<file path="config.mk">
export PLATFORM = sky130hd
export DESIGN_NAME = if_prefetch_buf_flat
export DESIGN_NICKNAME = d
export VERILOG_FILES = /design/src/rtl/if_prefetch_buf_if.sv /design/src/rtl/if_prefetch_buf.sv /design/src/flat_wrapper.sv
export SDC_FILE = /design/constraint.sdc
export NUM_CORES = 1
export LEC_CHECK = 0
export BUFFER_PORTS_ARGS = -buffer_cell sky130_fd_sc_hd__buf_2
export CAP_MARGIN = 0
export CORE_UTILIZATION = 40
export CTS_BUF_LIST = sky130_fd_sc_hd__clkbuf_8 sky130_fd_sc_hd__clkbuf_16
export CTS_CLUSTER_SIZE = 25
export DETAILED_ROUTE_END_ITERATION = 8
export HOLD_SLACK_MARGIN = 0.15
export PLACE_DENSITY = 0.7
export SLEW_MARGIN = 40
export SYNTH_ARGS = -nofsm -noshare
export SYNTH_HDL_FRONTEND = slang
export SYNTH_SLANG_ARGS = --single-unit
</file>
<file path="constraint.sdc">
create_clock -name clock -period 24.9 [get_ports clock]
set_input_delay 1.245 -clock clock [delete_from_list [all_inputs] [get_ports clock]]
set_output_delay 1.245 -clock clock [all_outputs]
set_load 0.02 [all_outputs]
</file>
<file path="src/rtl/if_prefetch_buf_if.sv">
// Handshake bundle for the IF-stage prefetch buffer.
//   master : the prefetch buffer (drives the memory request and the IF/ID head fields)
//   slave  : the environment (instruction memory, ID redirect, IF/ID consumer)
// Signals:
//   redirect, redirect_pc            ID -> buffer, flush and restart fetch
//   imem_req, imem_addr              buffer -> memory, fetch request
//   imem_gnt, imem_rvalid, imem_rdata memory -> buffer, accept and in-order response
//   inst_valid, inst_out, pc_out, npc_out  buffer -> IF/ID, FIFO head
//   inst_take                        IF/ID -> buffer, pop head
interface if_prefetch_buf_if;
    logic        redirect;
    logic [31:0] redirect_pc;
    logic        imem_req;
    logic [31:0] imem_addr;
    logic        imem_gnt;
    logic        imem_rvalid;
    logic [31:0] imem_rdata;
    logic        inst_valid;
    logic [31:0] inst_out;
    logic [31:0] pc_out;
    logic [31:0] npc_out;
    logic        inst_take;

    modport master (
        input  redirect, redirect_pc, imem_gnt, imem_rvalid, imem_rdata, inst_take,
        output imem_req, imem_addr, inst_valid, inst_out, pc_out, npc_out
    );

    modport slave (
        output redirect, redirect_pc, imem_gnt, imem_rvalid, imem_rdata, inst_take,
        input  imem_req, imem_addr, inst_valid, inst_out, pc_out, npc_out
    );
endinterface

</file>
<file path="src/rtl/if_prefetch_buf.sv">
// Instruction prefetch buffer for the IF stage.
// Fetches sequential words ahead of the pipeline from a variable-latency memory port into a
// small FIFO, tags each word with its PC, and presents {instruction, pc, pc+4} to IF/ID.
// A redirect from ID flushes the FIFO and marks every in-flight request stale so that its
// response is dropped when it eventually returns.
// Ports:
//   clock  : rising-edge clock
//   reset  : asynchronous, active-high reset
//   bus    : if_prefetch_buf_if.master (memory request/response, redirect, IF/ID head)
// Parameters:
//   DEPTH    : FIFO entries, power of two, >= 2
//   MAX_OUT  : max accepted-but-unanswered memory requests, 1..DEPTH
//   RESET_PC : first fetch address after reset
module if_prefetch_buf #(
    parameter int unsigned DEPTH    = 4,
    parameter int unsigned MAX_OUT  = 2,
    parameter logic [31:0] RESET_PC = 32'h0000_0000
) (
    input logic                clock,
    input logic                reset,
    if_prefetch_buf_if.master  bus
);

    localparam int unsigned PtrW = (DEPTH > 1) ? $clog2(DEPTH) : 1;
    localparam int unsigned CntW = $clog2(DEPTH + 1);
    localparam int unsigned OutW = $clog2(MAX_OUT + 1);

    localparam logic [CntW:0]   DepthV  = (CntW + 1)'(DEPTH);
    localparam logic [OutW-1:0] MaxOutV = OutW'(MAX_OUT);

    // State
    logic [31:0]     fetch_pc_q, fetch_pc_d;
    logic [31:0]     resp_pc_q,  resp_pc_d;
    logic [CntW-1:0] count_q,    count_d;
    logic [OutW-1:0] outst_q,    outst_d;
    logic [OutW-1:0] discard_q,  discard_d;
    logic [PtrW-1:0] rd_ptr_q,   rd_ptr_d;
    logic [PtrW-1:0] wr_ptr_q,   wr_ptr_d;

    logic [31:0] inst_mem_q [DEPTH];
    logic [31:0] pc_mem_q   [DEPTH];

    // Per-cycle events
    logic          occ_ok;
    logic          accept;
    logic          rsp;
    logic          rsp_drop;
    logic          push;
    logic          pop;
    logic [CntW:0] occupancy;
    logic [OutW-1:0] discard_eff;

    // Every slot that is either filled or promised to an in-flight response counts against
    // DEPTH, so a response can always be pushed without checking for a full FIFO.
    always_comb begin
        occupancy = {1'b0, count_q} + (CntW + 1)'(outst_q);
        occ_ok    = (occupancy < DepthV) && (outst_q < MaxOutV);
    end

    always_comb begin
        bus.imem_req  = !reset && !bus.redirect && occ_ok;
        bus.imem_addr = fetch_pc_q;
    end

    // A response with nothing outstanding is a protocol error and is ignored.
    always_comb begin
        accept   = bus.imem_req & bus.imem_gnt;
        rsp      = bus.imem_rvalid & (outst_q != '0);
        rsp_drop = rsp & (discard_q != '0);
        push     = rsp & ~rsp_drop & ~bus.redirect;
        pop      = (count_q != '0) & bus.inst_take & ~bus.redirect;
    end

    // Head fields come straight from storage; storage is cleared on reset so the head reads
    // as inst 0 / pc 0 / npc 4 while reset is held.
    always_comb begin
        bus.inst_valid = (count_q != '0);
        bus.inst_out   = inst_mem_q[rd_ptr_q];
        bus.pc_out     = pc_mem_q[rd_ptr_q];
        bus.npc_out    = pc_mem_q[rd_ptr_q] + 32'd4;
    end

    always_comb begin
        fetch_pc_d  = fetch_pc_q;
        resp_pc_d   = resp_pc_q;
        count_d     = count_q;
        rd_ptr_d    = rd_ptr_q;
        wr_ptr_d    = wr_ptr_q;
        outst_d     = outst_q + OutW'(accept) - OutW'(rsp);
        discard_eff = discard_q - OutW'(rsp_drop);
        discard_d   = discard_eff;

        if (bus.redirect) begin
            // imem_req is low during a redirect, so no accept can happen this cycle. Every
            // request still in flight after this cycle's response belongs to the old stream:
            // the already-stale ones (discard_eff) plus the ones that were going to be kept.
            count_d    = '0;
            rd_ptr_d   = '0;
            wr_ptr_d   = '0;
            fetch_pc_d = bus.redirect_pc;
            resp_pc_d  = bus.redirect_pc;
            discard_d  = outst_d;
        end else begin
            if (accept) begin
                fetch_pc_d = fetch_pc_q + 32'd4;
            end
            if (push) begin
                wr_ptr_d  = wr_ptr_q + 1'b1;
                resp_pc_d = resp_pc_q + 32'd4;
            end
            if (pop) begin
                rd_ptr_d = rd_ptr_q + 1'b1;
            end
            count_d = count_q + CntW'(push) - CntW'(pop);
        end
    end

    always_ff @(posedge clock or posedge reset) begin
        if (reset) begin
            fetch_pc_q <= RESET_PC;
            resp_pc_q  <= RESET_PC;
            count_q    <= '0;
            outst_q    <= '0;
            discard_q  <= '0;
            rd_ptr_q   <= '0;
            wr_ptr_q   <= '0;
        end else begin
            fetch_pc_q <= fetch_pc_d;
            resp_pc_q  <= resp_pc_d;
            count_q    <= count_d;
            outst_q    <= outst_d;
            discard_q  <= discard_d;
            rd_ptr_q   <= rd_ptr_d;
            wr_ptr_q   <= wr_ptr_d;
        end
    end

    always_ff @(posedge clock or posedge reset) begin
        if (reset) begin
            for (int i = 0; i < int'(DEPTH); i++) begin
                inst_mem_q[i] <= '0;
                pc_mem_q[i]   <= '0;
            end
        end else if (push) begin
            inst_mem_q[wr_ptr_q] <= bus.imem_rdata;
            pc_mem_q[wr_ptr_q]   <= resp_pc_q;
        end
    end

    // Simulation-only protocol and invariant checks.
    rvalid_without_outstanding: assert property (
        @(posedge clock) disable iff (reset) bus.imem_rvalid |-> (outst_q != '0)
    );

    discard_within_outstanding: assert property (
        @(posedge clock) disable iff (reset) discard_q <= outst_q
    );

    occupancy_within_depth: assert property (
        @(posedge clock) disable iff (reset) occupancy <= DepthV
    );

endmodule

</file>
<file path="src/flat_wrapper.sv">
// flat-port wrapper written by rule: the top's interface ports become plain ports
module if_prefetch_buf_flat 
#(
    parameter int unsigned DEPTH    = 4,
    parameter int unsigned MAX_OUT  = 2,
    parameter logic [31:0] RESET_PC = 32'h0000_0000
)
  (clock, reset, bus_redirect, bus_redirect_pc, bus_imem_gnt, bus_imem_rvalid, bus_imem_rdata, bus_inst_take, bus_imem_req, bus_imem_addr, bus_inst_valid, bus_inst_out, bus_pc_out, bus_npc_out);
  if_prefetch_buf_if bus_i ();
  input logic clock;
  input logic reset;
  input wire logic [$bits(bus_i.redirect)-1:0] bus_redirect;
  input wire logic [$bits(bus_i.redirect_pc)-1:0] bus_redirect_pc;
  input wire logic [$bits(bus_i.imem_gnt)-1:0] bus_imem_gnt;
  input wire logic [$bits(bus_i.imem_rvalid)-1:0] bus_imem_rvalid;
  input wire logic [$bits(bus_i.imem_rdata)-1:0] bus_imem_rdata;
  input wire logic [$bits(bus_i.inst_take)-1:0] bus_inst_take;
  output wire logic [$bits(bus_i.imem_req)-1:0] bus_imem_req;
  output wire logic [$bits(bus_i.imem_addr)-1:0] bus_imem_addr;
  output wire logic [$bits(bus_i.inst_valid)-1:0] bus_inst_valid;
  output wire logic [$bits(bus_i.inst_out)-1:0] bus_inst_out;
  output wire logic [$bits(bus_i.pc_out)-1:0] bus_pc_out;
  output wire logic [$bits(bus_i.npc_out)-1:0] bus_npc_out;
  assign bus_i.redirect = bus_redirect;
  assign bus_i.redirect_pc = bus_redirect_pc;
  assign bus_i.imem_gnt = bus_imem_gnt;
  assign bus_i.imem_rvalid = bus_imem_rvalid;
  assign bus_i.imem_rdata = bus_imem_rdata;
  assign bus_i.inst_take = bus_inst_take;
  assign bus_imem_req = bus_i.imem_req;
  assign bus_imem_addr = bus_i.imem_addr;
  assign bus_inst_valid = bus_i.inst_valid;
  assign bus_inst_out = bus_i.inst_out;
  assign bus_pc_out = bus_i.pc_out;
  assign bus_npc_out = bus_i.npc_out;
  if_prefetch_buf #(.DEPTH(DEPTH), .MAX_OUT(MAX_OUT), .RESET_PC(RESET_PC)) u_core (.clock(clock), .reset(reset), .bus(bus_i));
endmodule
</file>
# After elaboration in Yosys (flattened, before gate mapping)
# Cells that the tools add are included.
[totals]
wordCells = 74
regBits = 331
mem_bits_rw = 0
mem_count = 0
romBits = 0
output_inout_bits = 130
input_bits = 70
latchBits = 0
[op_classes]
muxes = 20
multipliers = 0
n_bitwise = 11
add_sub_neg = 11
eq_ne = 0
magnitude_cmp = 5
reduce_logical = 12
n_shift = 0
div_mod_pow = 0
[op_table]
columns = ["cell", "n"]
rows = [
  ["$mux 32", 9],
  ["$bwmux 128", 2],
  ["$bmux 32 s2", 2],
  ["$add 32x3->32 const B", 3],
  ["$demux 32 s2", 1],
  ["$mux 2", 5],
  ["$reduce_bool 2->1", 5],
  ["$and 1x1->1", 7],
  ["$ge 3x3->1 const B", 2],
  ["$not 2->3", 2],
  ["$add 2x1->2 const B", 2],
  ["$add 3x2->4", 1],
  ["$logic_and 1x1->1", 4],
  ["$lt 4x3->1 const B", 1],
  ["$sub 2x1->2", 2],
  ["$add 3x1->3", 1],
  ["$lt 3x1->1 const B", 1],
  ["$mux 3", 1],
  ["$reduce_bool 3->1", 1],
  ["$sub 3x1->3", 1],
  ["$add 2x1->2", 1],
  ["$logic_not 1->1", 2],
  ["$lt 2x2->1 const B", 1],
  ["$not 1->1", 2],
]

# Logic depth before layout (Yosys ltp)
# Gate-level depths: netlist of run 1.
[logic_depth]
depth_word = 9
mapped_depth = 10
depth_no_buf = 10

# Worst setup path before layout of run 1
# OpenSTA, ideal clock, no wires.
[synth_timing]
path_kind = "reg-to-output"
from = "register u_core.rd_ptr_q[0]"
to = "output port bus_npc_out[30]"
stages_incl_launch_ff = 9
n_path_buf = 2
slack_ns = 21.260
arrival_time_ns = 2.395
t_required_ns = 23.655
cell_sequence = "dfrtp_1 buf_6 buf_6 mux4_2 ha_1 and4_1 nand4_4 nor3_1 xnor2_1"
[synth_via]
elab_chain_cells = 5
[synth_rtl]
columns = ["element", "line", "rtl"]
rows = [
  ["from (decl)", "if_prefetch_buf.sv:37", "logic [PtrW-1:0] rd_ptr_q, rd_ptr_d;"],
  ["from (signal assigned)", "if_prefetch_buf.sv:133", "rd_ptr_q <= rd_ptr_d;"],
  ["$not 2->3", "--", ""],
  ["$bmux 32 s2", "--", ""],
  ["$mux 32 (2 in a row)", "--", ""],
  ["via bus_pc_out[2]", "flat_wrapper.sv:22", "output wire logic [$bits(bus_i.pc_out)-1:0] bus_pc_out;"],
  ["$add 32x3->32", "if_prefetch_buf.sv:80", "bus.npc_out = pc_mem_q[rd_ptr_q] + 32'd4;"],
  ["to (decl)", "flat_wrapper.sv:23", "output wire logic [$bits(bus_i.npc_out)-1:0] bus_npc_out;"],
]
# The timed path passes the listed nets, and every way through them passes these cells. The select of a mux whose other input is x is not followed.

# Worst setup path in the final report of run 1
[layout_timing]
from = "register u_core.rd_ptr_q[0]"
to = "output port bus_npc_out[29]"
[layout_via]
elab_chain_cells = 5
[layout_rtl]
columns = ["element", "line"]
rows = [
  ["$not 2->3 (not written as such)", "if_prefetch_buf.sv:80"],
  ["$bmux 32 s2", "if_prefetch_buf.sv:80"],
  ["$mux 32 (not written as such) (2 in a row)", "if_prefetch_buf.sv:80"],
  ["$add 32x3->32", "if_prefetch_buf.sv:80"],
]
# No other way between the ends. The select of a mux whose other input is x is not followed.

==> metrics.txt, run 1 <==
Least-Margin Pin Slew 0.8571 ns; Post-Syn Area 15870 um2; overall die width 201.2 um; startpoint kind of the worst setup timing path register; length of the first detailed-routing pass in iterations 6; peak ir drop on the vdd network 0.04903 mV; net count of the finished layout 1439; Syn Nets 1263; floorplan die height 201.2 um; portion of netlist area occupied by mux cells 28.36%; classification of the worst setup path register to primary output; post-synthesis instance total 1179; vias per inst 5.528; met1 track demand over resource in global routing 27.15%; CTS tree built; number of register bits inferred by synthesis 331; kind of capture point of the worst setup path primary output; count of flip-flops with a built-in enable after synthesis 0; number of antenna violations at the first check in global routing 0; number of diodes 0; Worst Hold Margin 0.4953 ns; GR Overflow Total 0; Floorplan Core Area 38920 um2; final core utilization 47.81%; area share of and/or/nand/nor cells after synthesis 8.396%; post-synthesis share of cell area spent on full adders, half adders and majority gates 1.151%; gp weighted congestion 0.8449; HPWL after detailed placement 25.07 mm; number of buffers inserted by hold repair at cts 0; area enclosed by the die boundary 40480 um2; commonest non-fill, non-tap cell in the layout dfrtp_1; maximum cell stage delay along the critical path 0.79 ns; number of endpoints with negative hold slack in the final report 0; biggest fanout along the worst timing path 39; routing usage on met3 3.984%; CTS Buffer Depth 3; endpoints failing setup 0; antenna viol nets, final 0; via count of the first global-routing pass 10721; H-tree levels 2; Min-Delay Path Class register to register; proportion of register bits with asynchronous set or reset after synthesis 100.0%; Power Dens Cells 108.3 nW/um2; number of primary I/O pins 200; cells along the critical path buf_6 -> mux4_1 -> nand4_1 -> or3_1 -> nor3_1 -> xor2_1 -> buf_2; post-route standard cell area excluding fillers 18610 um2; count of unresolved DRC violations after routing 0; Top Usage Layer GRT met2; per-cell routed wire length 20.33 um; Synth Warn # 0; Synth Area in Compound Gates 3.335%; run status completed; starting utilization of the core area 40.78%; synthesized-area fraction occupied by xor and xnor cells 3.587%; clock sink count 331; layout overhead on the synthesized area 17.24%; Slew Limit Fails 0; GR Util All Layers 19.20%; final worst path period share 19.92%; combined buffer and inverter count along the critical path 2; commonest cells after routing, fill and taps aside dfrtp_1, mux2_2, buf_2; Slew headroom 42.34%; wire length of the first global-routing pass 61.41 mm; maximum number of pins on one net before global-route repair 114; leakage power of the design 8.769 nW; Avg Cell Area, Syn 13.46 um2; number of different library cells in the post-synthesis netlist 49; critical path's top delay family simple AND/OR/NAND/NOR gates; crit path DAT 3.72 ns; library cell used as clock root buffer clkbuf_16; fraction of final layout cells sized beyond drive strength 1 43.81%; Post-CTS Setup Inserts 0; Worst-Skew Late Latency 0.54 ns; slowest stage cell, crit path dfrtp_4; largest family of logic cells by synthesized area multiplexers; most used flip-flop cell after synthesis dfrtp_1; std cell rows 72; Final Instance Count excl. Fillers 1899; WL final 38.60 mm; cell area after placement 17340 um2; unrepaired setup endpoints after global routing no; register area share after synthesis 52.19%; upper clock frequency limit 201.6 MHz; cells resized by post-CTS repair 0; GRT met2 Usage 30.10%; quantity of I/O buffers inserted on ports 199; number of clock buffers inserted by TritonCTS 37; clock-pin transition on the worst setup and hold timing paths 0.06 ns; number of placed instances with taps included 1834; number of vias in the routed layout 10498; Data required, critical path 23.65 ns; Iteration-0 DRC Markers 503; Final TNS setup 0 ns; Post-Route Skew 0.02356 ns; max-capacitance violation count 0; minimum clock period after layout 4.960 ns
## synthesized netlist by cell type (3+ instances only)
library cell    n  share of area, %
a21oi_1        18              0.57
a31oi_1        14              0.55
and2_1          4              0.16
and3_1         12              0.47
and4_1          7              0.39
buf_1           5              0.12
buf_2          36               1.1
buf_6           4              0.28
clkbuf_1       24              0.57
dfrtp_1       331                52
ha_1           13               1.0
inv_1          31              0.73
mux2_2        264                19
mux2i_1         4              0.25
mux4_1         12               2.0
mux4_2         51               7.2
nand2_1        57               1.3
nand3_1        41               1.3
nand4_1        22              0.87
nand4b_1        3              0.17
nor2_1         41              0.97
nor3_1         18              0.57
nor4_1          5              0.20
o211ai_1        3              0.14
o21ai_0        40               1.3
o311ai_0        8              0.44
or3_1          12              0.47
or4_1           9              0.43
xnor2_1        31               1.7
xor2_1         34               1.9
## flip-flops by register name, summed over array words and instances (netlist names)
name / cells
u_core.bus.imem_addr: 32
u_core.count_q: 3
u_core.discard_q: 2
u_core.inst_mem_q: 128
u_core.outst_q: 2
u_core.pc_mem_q: 128
u_core.rd_ptr_q: 2
u_core.resp_pc_q: 32
u_core.wr_ptr_q: 2
## report_power, final
part           switching (mW)  total [mW]  internal (mW)
clock                   0.221       0.553          0.332
sequential             0.0814       0.726          0.645
combinational           0.423       0.736          0.312
total                   0.726        2.01           1.29
## final timing paths
path                                             startpoint                                   end  slack (ns)  cells after the start
min                        u_core.pc_mem_q[120]$_DFFE_PP0P_      u_core.pc_mem_q[120]$_DFFE_PP0P_        0.50                      1
min in group asynchronous                             reset   u_core.bus.imem_addr[5]$_DFFE_PP0P_        0.79                      2
max in group asynchronous                             reset        u_core.rd_ptr_q[1]$_DFFE_PP0P_       22.95                      3
max reg2reg                     u_core.outst_q[1]$_DFF_PP0_  u_core.bus.imem_addr[17]$_DFFE_PP0P_       21.93                      8
min reg2reg                u_core.pc_mem_q[120]$_DFFE_PP0P_      u_core.pc_mem_q[120]$_DFFE_PP0P_        0.50                      1
max                          u_core.rd_ptr_q[0]$_DFFE_PP0P_                       bus_npc_out[29]       19.94                      7
## metal layers
metal / routed length, um / vias up
li1: - / 4699
met1: 17540 / 5412
met2: 17800 / 339
met3: 2455 / 48
met4: 808 / 0
met5: 0 / -
## stage by stage
stage | power [mW] | setup WS (ns)
2_1_floorplan | 1.236 | 14.49
3_3_place_gp | 1.456 | 20.21
3_5_place_dp | 1.476 | 20.16
4_1_cts | 2.037 | 19.60
5_1_grt | 2.116 | 19.64
6_report | 2.015 | 19.94
## cell families after synthesis
group,Yosys count
AND/OR/NAND/NOR,243
buffers and inverters,104
multiplexers,332
AO/OA/AOI/OAI,90
flip-flops,331
XOR/XNOR,65
adder cells (fa/ha/maj),14
## area by class of cell
cell class                 instances  area [um2]
timing repair buffer             208        1085
clock inverter                    15       150.1
sequential                       331        8288
fill                            3463       20310
clock buffer                      50        1105
inverter                          33       136.4
multi-input combinational        744        7196
tap                              518       648.1
Power figures use the tool's default switching activity.
==> run 2, diff against run 1 <==
==> constraint.sdc (replaced) <==
create_clock -name clock -period 4.7 [get_ports clock]
set_input_delay 0.235 -clock clock [delete_from_list [all_inputs] [get_ports clock]]
set_output_delay 0.235 -clock clock [all_outputs]
set_load 0.02 [all_outputs]
==> run 2 against run 1 <==
Effect of this change:
- register-to-register slack got worse by 20 ns
- critical path depth did not move
- non-clock buffer count rose by 69
- cell area rose by 4.1%
- largest cell class unchanged
- largest power group unchanged
==> metrics.txt, run 2 (same netlist as run 1, synthesis figures left out) <==
kind of capture point of the worst setup path primary output (unchanged); gp weighted congestion 0.8884 (was 0.8449); maximum cell stage delay along the critical path 0.83 ns (was 0.79 ns); std cell rows 72 (unchanged); count of unresolved DRC violations after routing 0 (unchanged); via count of the first global-routing pass 10972 (was 10721); classification of the worst setup path register to primary output (unchanged); H-tree levels 2 (unchanged); startpoint kind of the worst setup timing path register (unchanged); slowest stage cell, crit path dfrtp_4 (unchanged); Slew headroom 43.67% (was 42.34%); Iteration-0 DRC Markers 551 (was 503); antenna viol nets, final 0 (unchanged); Post-Route Skew 0.01875 ns (was 0.02356 ns); unrepaired setup endpoints after global routing no (unchanged); number of clock buffers inserted by TritonCTS 38 (was 37); CTS Buffer Depth 3 (unchanged); layout overhead on the synthesized area 22.09% (was 17.24%); R2R depth 6 (was 8); final core utilization 49.79% (was 47.81%); GR Overflow Total 0 (unchanged); overall die width 201.2 um (unchanged); Regs by FF count u_core.inst_mem_q x128, u_core.pc_mem_q x128 (unchanged); Least-Margin Pin Slew 0.8441 ns (was 0.8571 ns); launch point of the worst hold path bus_redirect (was u_core.pc_mem_q[120]$_DFFE_PP0P_); clock-pin transition on the worst setup and hold timing paths 0.06 ns (about the same); terminating pin of the worst hold path u_core.bus.imem_addr[27]$_DFFE_PP0P_ (was u_core.pc_mem_q[120]$_DFFE_PP0P_); end of the worst register-to-register path u_core.pc_mem_q[102]$_DFFE_PP0P_ (was u_core.bus.imem_addr[17]$_DFFE_PP0P_); cell area after placement 17350 um2 (was 17340 um2); CTS tree built (unchanged); launch point of the worst reg-to-reg path u_core.outst_q[1]$_DFF_PP0_ (unchanged); endpoints failing setup 0 (unchanged); number of antenna violations at the first check in global routing 0 (unchanged); area enclosed by the die boundary 40480 um2 (unchanged); Final Instance Count excl. Fillers 1970 (was 1899); run status completed (unchanged); Data required, critical path 4.47 ns (was 23.65 ns); Power Dens Cells 557.4 nW/um2 (was 108.3 nW/um2); quantity of I/O buffers inserted on ports 199 (unchanged); clock sink count 331 (unchanged); GR Util All Layers 19.37% (was 19.20%); library cell used as clock root buffer clkbuf_16 (unchanged); length of the first detailed-routing pass in iterations 5 (was 6); minimum clock period after layout 3.651 ns; max-capacitance violation count 0 (unchanged); upper clock frequency limit 273.9 MHz; floorplan die height 201.2 um (unchanged); net count of the finished layout 1509 (was 1439); peak ir drop on the vdd network 0.2286 mV (was 0.04903 mV); Worst-Skew Late Latency 0.53 ns (was 0.54 ns); cells along the critical path buf_4 -> mux4_2 -> and4_1 -> nand4_1 -> nor3_1 -> xnor2_1 -> buf_2 (was buf_6 -> mux4_1 -> nand4_1 -> or3_1 -> nor3_1 -> xor2_1 -> buf_2); WL final 38.31 mm (was 38.60 mm); Min-Delay Path Class input pin to register (was register to register); final worst path period share 77.68%; commonest cells after routing, fill and taps aside dfrtp_1, mux2_2, buf_2 (unchanged); vias per inst 5.430 (was 5.528); HPWL after detailed placement 24.56 mm (was 25.07 mm); Slew Limit Fails 0 (unchanged); number of primary I/O pins 200 (unchanged); maximum number of pins on one net before global-route repair 160 (was 114); per-cell routed wire length 19.45 um (was 20.33 um); number of cells on the worst hold path 3 (was 1); fraction of final layout cells sized beyond drive strength 1 41.80% (was 43.81%); Floorplan Core Area 38920 um2 (unchanged); number of vias in the routed layout 10698 (was 10498); number of endpoints with negative hold slack in the final report 0 (unchanged); Filler Cells Inserted 3392 (was 3463); register-to-register setup slack 1.77 ns (was 21.93 ns); Final TNS setup 0 ns (unchanged); commonest non-fill, non-tap cell in the layout dfrtp_1 (unchanged); post-route standard cell area excluding fillers 19380 um2 (was 18610 um2); Post-CTS Setup Inserts 0 (unchanged); leakage power of the design 9.104 nW (was 8.769 nW); crit path DAT 3.42 ns (was 3.72 ns); wire length of the first global-routing pass 62.02 mm (was 61.41 mm); number of diodes 0 (unchanged); starting utilization of the core area 40.78% (unchanged); biggest fanout along the worst timing path 31 (was 39); number of placed instances with taps included 1835 (was 1834)
-- run 2: worst max-delay path by stage --
stage	from	endpoint	slack, ns	cells after the start
after CTS	u_core.rd_ptr_q[0]$_DFFE_PP0P_	bus_npc_out[30]	0.95	7
after global placement	u_core.rd_ptr_q[0]$_DFFE_PP0P_	bus_npc_out[30]	1.57	7
after detailed placement	u_core.rd_ptr_q[0]$_DFFE_PP0P_	bus_npc_out[30]	1.53	7
after global routing	u_core.rd_ptr_q[0]$_DFFE_PP0P_	bus_npc_out[30]	0.75	7
after floorplan	reset	u_core.bus.imem_addr[0]$_DFFE_PP0P_	0.04	1
final	u_core.rd_ptr_q[0]$_DFFE_PP0P_	bus_npc_out[30]	1.05	7
-- run 2: routing by layer --
metal	part of all wire [%]	vias up	wire (um)	track usage, %
li1	-	4835	-	-
met1	47	5455	17890	28.13
met2	46	368	17710	30.30
met3	5.7	40	2201	3.353
met4	1.3	0	512	4.464
met5	0	-	0	0
-- run 2: what timing repair did --
action | 4_1_cts | 5_1_grt
hold endpoints to repair | 208 | 0
resized for setup | 0 | 0
hold buffers | 66 | 0
-- run 2: metrics by stage --
step / setup WS, ns / total power, mW / hold slack (ns)
detailed placement: 1.526 / 7.794 / 0.2847
global placement: 1.565 / 7.671 / 0.2892
CTS: 0.9520 / 10.91 / 0.1960
finish: 1.049 / 10.80 / 0.2372
global route: 0.7470 / 11.36 / 0.2443
floorplan: 0.04435 / 6.549 / 0.3549
-- run 2: area by class of cell --
cell class	instances	area, um2	area share (%)
clock buffers	50	1150	5.934
well taps	518	648.1	3.345
inverters	33	127.6	0.6586
clock inverters	17	161.4	0.8330
repair buffers	277	1812	9.350
flip-flops and latches	331	8288	42.77
multi-input cells	744	7191	37.11
-- run 2: power by group --
part | leakage, nW | switching [mW] | internal [mW]
Sequential | 4.33 | 0.441 | 3.41
Clock | 0.674 | 1.15 | 1.88
Combinational | 4.10 | 2.22 | 1.70
Total | 9.10 | 3.81 | 6.99
-- run 2: worst max-delay path: cells and delay by family (launching register included) --
kind	cells	cell delay, ns
DFF	1	0.83
buffers and inverters	2	0.77
xor gates and xnor gates	1	0.16
muxes	1	0.63
and+or+nand+nor	3	0.49
==> run 3, diff against run 2 <==
--- a/config.mk
+++ b/config.mk
@@ -12,7 +12,7 @@
 export CTS_CLUSTER_SIZE = 25
 export DETAILED_ROUTE_END_ITERATION = 8
 export HOLD_SLACK_MARGIN = 0.15
-export PLACE_DENSITY = 0.7
+export PLACE_DENSITY = 0.72
 export SLEW_MARGIN = 40
 export SYNTH_ARGS = -nofsm -noshare
 export SYNTH_HDL_FRONTEND = slang
==> constraint.sdc (replaced) <==
create_clock -name clock -period 3.17 [get_ports clock]
set_input_delay 0.1585 -clock clock [delete_from_list [all_inputs] [get_ports clock]]
set_output_delay 0.1585 -clock clock [all_outputs]
set_load 0.02 [all_outputs]
==> run 3 against run 2 <==
Effect of this change:
- clock power increased by 35%
- largest power group unchanged
- combinational power increased by 58%
- highest routed layer unchanged
- critical endpoint unchanged
- non-clock buffer count increased by 39
- register-to-register slack worse by 1.3 ns
==> metrics.txt, run 3 (same netlist as run 1, synthesis figures left out) <==
internal power 10.26 mW (was 6.988 mW); Final TNS setup 0 ns (unchanged); commonest non-fill, non-tap cell in the layout dfrtp_1 (unchanged); clock sink count 331 (unchanged); kind of capture point of the worst setup path primary output (unchanged); H-tree levels 2 (unchanged); endpoints failing setup 0 (unchanged); Post-Route Skew 0.01408 ns (was 0.01875 ns); launch point of the worst reg-to-reg path u_core.outst_q[1]$_DFF_PP0_ (unchanged); Power Dens Cells 809.4 nW/um2 (was 557.4 nW/um2); starting utilization of the core area 40.78% (unchanged); slowest stage cell, crit path dfrtp_4 (unchanged); Min-Delay Path Class input pin to register (unchanged); wire length of the first global-routing pass 63.32 mm (was 62.02 mm); Filler Cells Inserted 3379 (was 3392); layout overhead on the synthesized area 24.04% (was 22.09%); Slew Limit Fails 0 (unchanged); commonest cells after routing, fill and taps aside dfrtp_1, mux2_2, buf_2 (unchanged); GR Overflow Total 0 (unchanged); number of primary I/O pins 200 (unchanged); number of cells on the worst hold path 5 (was 3); vias per inst 5.388 (was 5.430); Least-Margin Pin Slew 0.7985 ns (was 0.8441 ns); Switching Power 5.677 mW (was 3.812 mW); maximum cell stage delay along the critical path 0.58 ns (was 0.83 ns); number of vias in the routed layout 10813 (was 10698); fraction of final layout cells sized beyond drive strength 1 44.53% (was 41.80%); overall die width 201.2 um (unchanged); area enclosed by the die boundary 40480 um2 (unchanged); cell area after placement 17530 um2 (was 17350 um2); minimum clock period after layout 3.104 ns; CTS Buffer Depth 3 (unchanged); Floorplan Core Area 38920 um2 (unchanged); number of antenna violations at the first check in global routing 0 (unchanged); HPWL after detailed placement 26.00 mm (was 24.56 mm); Total Power Consumption 15.94 mW (was 10.80 mW); Data required, critical path 3.01 ns (was 4.47 ns); register-to-register setup slack 0.47 ns (was 1.77 ns); Worst-Skew Late Latency 0.51 ns (was 0.53 ns); Iteration-0 DRC Markers 624 (was 551); upper clock frequency limit 322.1 MHz; length of the first detailed-routing pass in iterations 5 (unchanged); gp weighted congestion 0.8319 (was 0.8884); share of power burned in the clock network 25.7% (was 28.1%); end of the worst register-to-register path u_core.pc_mem_q[12]$_DFFE_PP0P_ (was u_core.pc_mem_q[102]$_DFFE_PP0P_); combinational power share 38.8% (was 36.2%); clock-pin transition on the worst setup and hold timing paths 0.06 ns (about the same); run status completed (unchanged); number of endpoints with negative hold slack in the final report 0 (unchanged); net count of the finished layout 1550 (was 1509); CTS tree built (unchanged); WL final 39.76 mm (was 38.31 mm); maximum number of pins on one net before global-route repair 112 (was 160); Seq pwr share 35.5% (was 35.7%); last element of the critical path bus_npc_out[30] (unchanged); quantity of I/O buffers inserted on ports 199 (unchanged); Critical Path Source u_core.rd_ptr_q[0]$_DFFE_PP0P_ (unchanged); final worst path period share 97.92%; cell repeated most along the worst path buf_4; proportion of total power due to net switching 35.62% (was 35.30%); leakage power of the design 9.336 nW (was 9.104 nW); library cell used as clock root buffer clkbuf_16 (unchanged); via count of the first global-routing pass 11231 (was 10972); R2R depth 7 (was 6); max-capacitance violation count 0 (unchanged); Slew headroom 46.57% (was 43.67%); post-route standard cell area excluding fillers 19690 um2 (was 19380 um2); antenna viol nets, final 0 (unchanged); cells along the critical path buf_4 -> mux4_2 -> nand4_1 -> buf_4 -> or3_4 -> nor3_2 -> xnor2_1 -> buf_2 (was buf_4 -> mux4_2 -> and4_1 -> nand4_1 -> nor3_1 -> xnor2_1 -> buf_2); std cell rows 72 (unchanged); startpoint kind of the worst setup timing path register (unchanged); unrepaired setup endpoints after global routing yes (was no); per-cell routed wire length 19.81 um (was 19.45 um); number of clock buffers inserted by TritonCTS 37 (was 38); biggest fanout along the worst timing path 8 (was 31); floorplan die height 201.2 um (unchanged); GR Util All Layers 19.74% (was 19.37%); classification of the worst setup path register to primary output (unchanged); peak ir drop on the vdd network 0.4387 mV (was 0.2286 mV); number of diodes 0 (unchanged); Regs by FF count u_core.inst_mem_q x128, u_core.pc_mem_q x128 (unchanged); crit path DAT 2.95 ns (was 3.42 ns); count of unresolved DRC violations after routing 0 (unchanged); Worst Hold Margin 0.2655 ns (was 0.2372 ns)
==> run 3: what timing repair did <==
action | in CTS | in global routing
hold endpoints to repair | 216 | 0
pin swaps | 1 | 7
gates resized for setup | 11 | 27
buffers inserted | 3 | 17
hold buffers | 67 | 0
cloned | 1 | 3
setup endpoints to repair | 14 | 14
==> run 3: critical path: cells and delay by family, from the launching register on <==
family | cells | cell delay [ns]
muxes | 1 | 0.42
buffers and inverters | 3 | 0.54
xor gates and xnor gates | 1 | 0.15
and+or+nand+nor | 3 | 0.75
DFF | 1 | 0.58
==> run 3: cell type report <==
| cell class | count | area (um2) | share of cell area, % |
|---|---|---|---|
| multi-input combinational | 747 | 7249 | 36.82 |
| inverter | 33 | 127.6 | 0.6482 |
| clock inverter | 17 | 103.9 | 0.5275 |
| tap | 518 | 648.1 | 3.292 |
| clock buffer | 45 | 1059 | 5.377 |
| timing repair buffer | 316 | 2212 | 11.24 |
| sequential | 331 | 8288 | 42.10 |
==> run 3: metrics by stage <==
step	cells	util, %	worst slack (ns)
floorplan	1179	-	-1.409
global placement	1854	45.03	0.3741
detailed placement	1854	45.03	0.3895
CTS	1987	50.00	-0.02393
global route	2007	50.59	-0.03787
finish	2007	50.59	0.06585
==> run 3: power groups by stage <==
stage                     sequential, mW  combinational [mW]  clock [mW]
after floorplan                     5.53                4.18           0
after global placement              5.70                5.68           0
after detailed placement            5.76                5.76           0
after CTS                           5.64                6.00        4.20
after global routing                5.77                6.64        4.36
final                               5.65                6.19        4.09
==> run 3: worst min-delay path by stage <==
stage | endpoint | slack, ns | start
after floorplan | u_core.bus.imem_addr[27]$_DFFE_PP0P_ | 0.28 | bus_redirect_pc[27]
after global placement | u_core.bus.imem_addr[27]$_DFFE_PP0P_ | 0.29 | reset
after detailed placement | u_core.pc_mem_q[97]$_DFFE_PP0P_ | 0.29 | reset
after CTS | u_core.wr_ptr_q[1]$_DFFE_PP0N_ | 0.25 | bus_imem_rvalid
after global routing | u_core.wr_ptr_q[1]$_DFFE_PP0N_ | 0.33 | bus_imem_rvalid
final | u_core.wr_ptr_q[1]$_DFFE_PP0N_ | 0.27 | bus_imem_rvalid
==> run 3: layer usage <==
metal	global-route usage (%)	vias up	share of wire, %
met5	0	-	0
li1	-	4912	-
met2	31.78	262	47
met4	4.870	0	1.7
met3	2.705	43	4.2
met1	28.24	5596	47
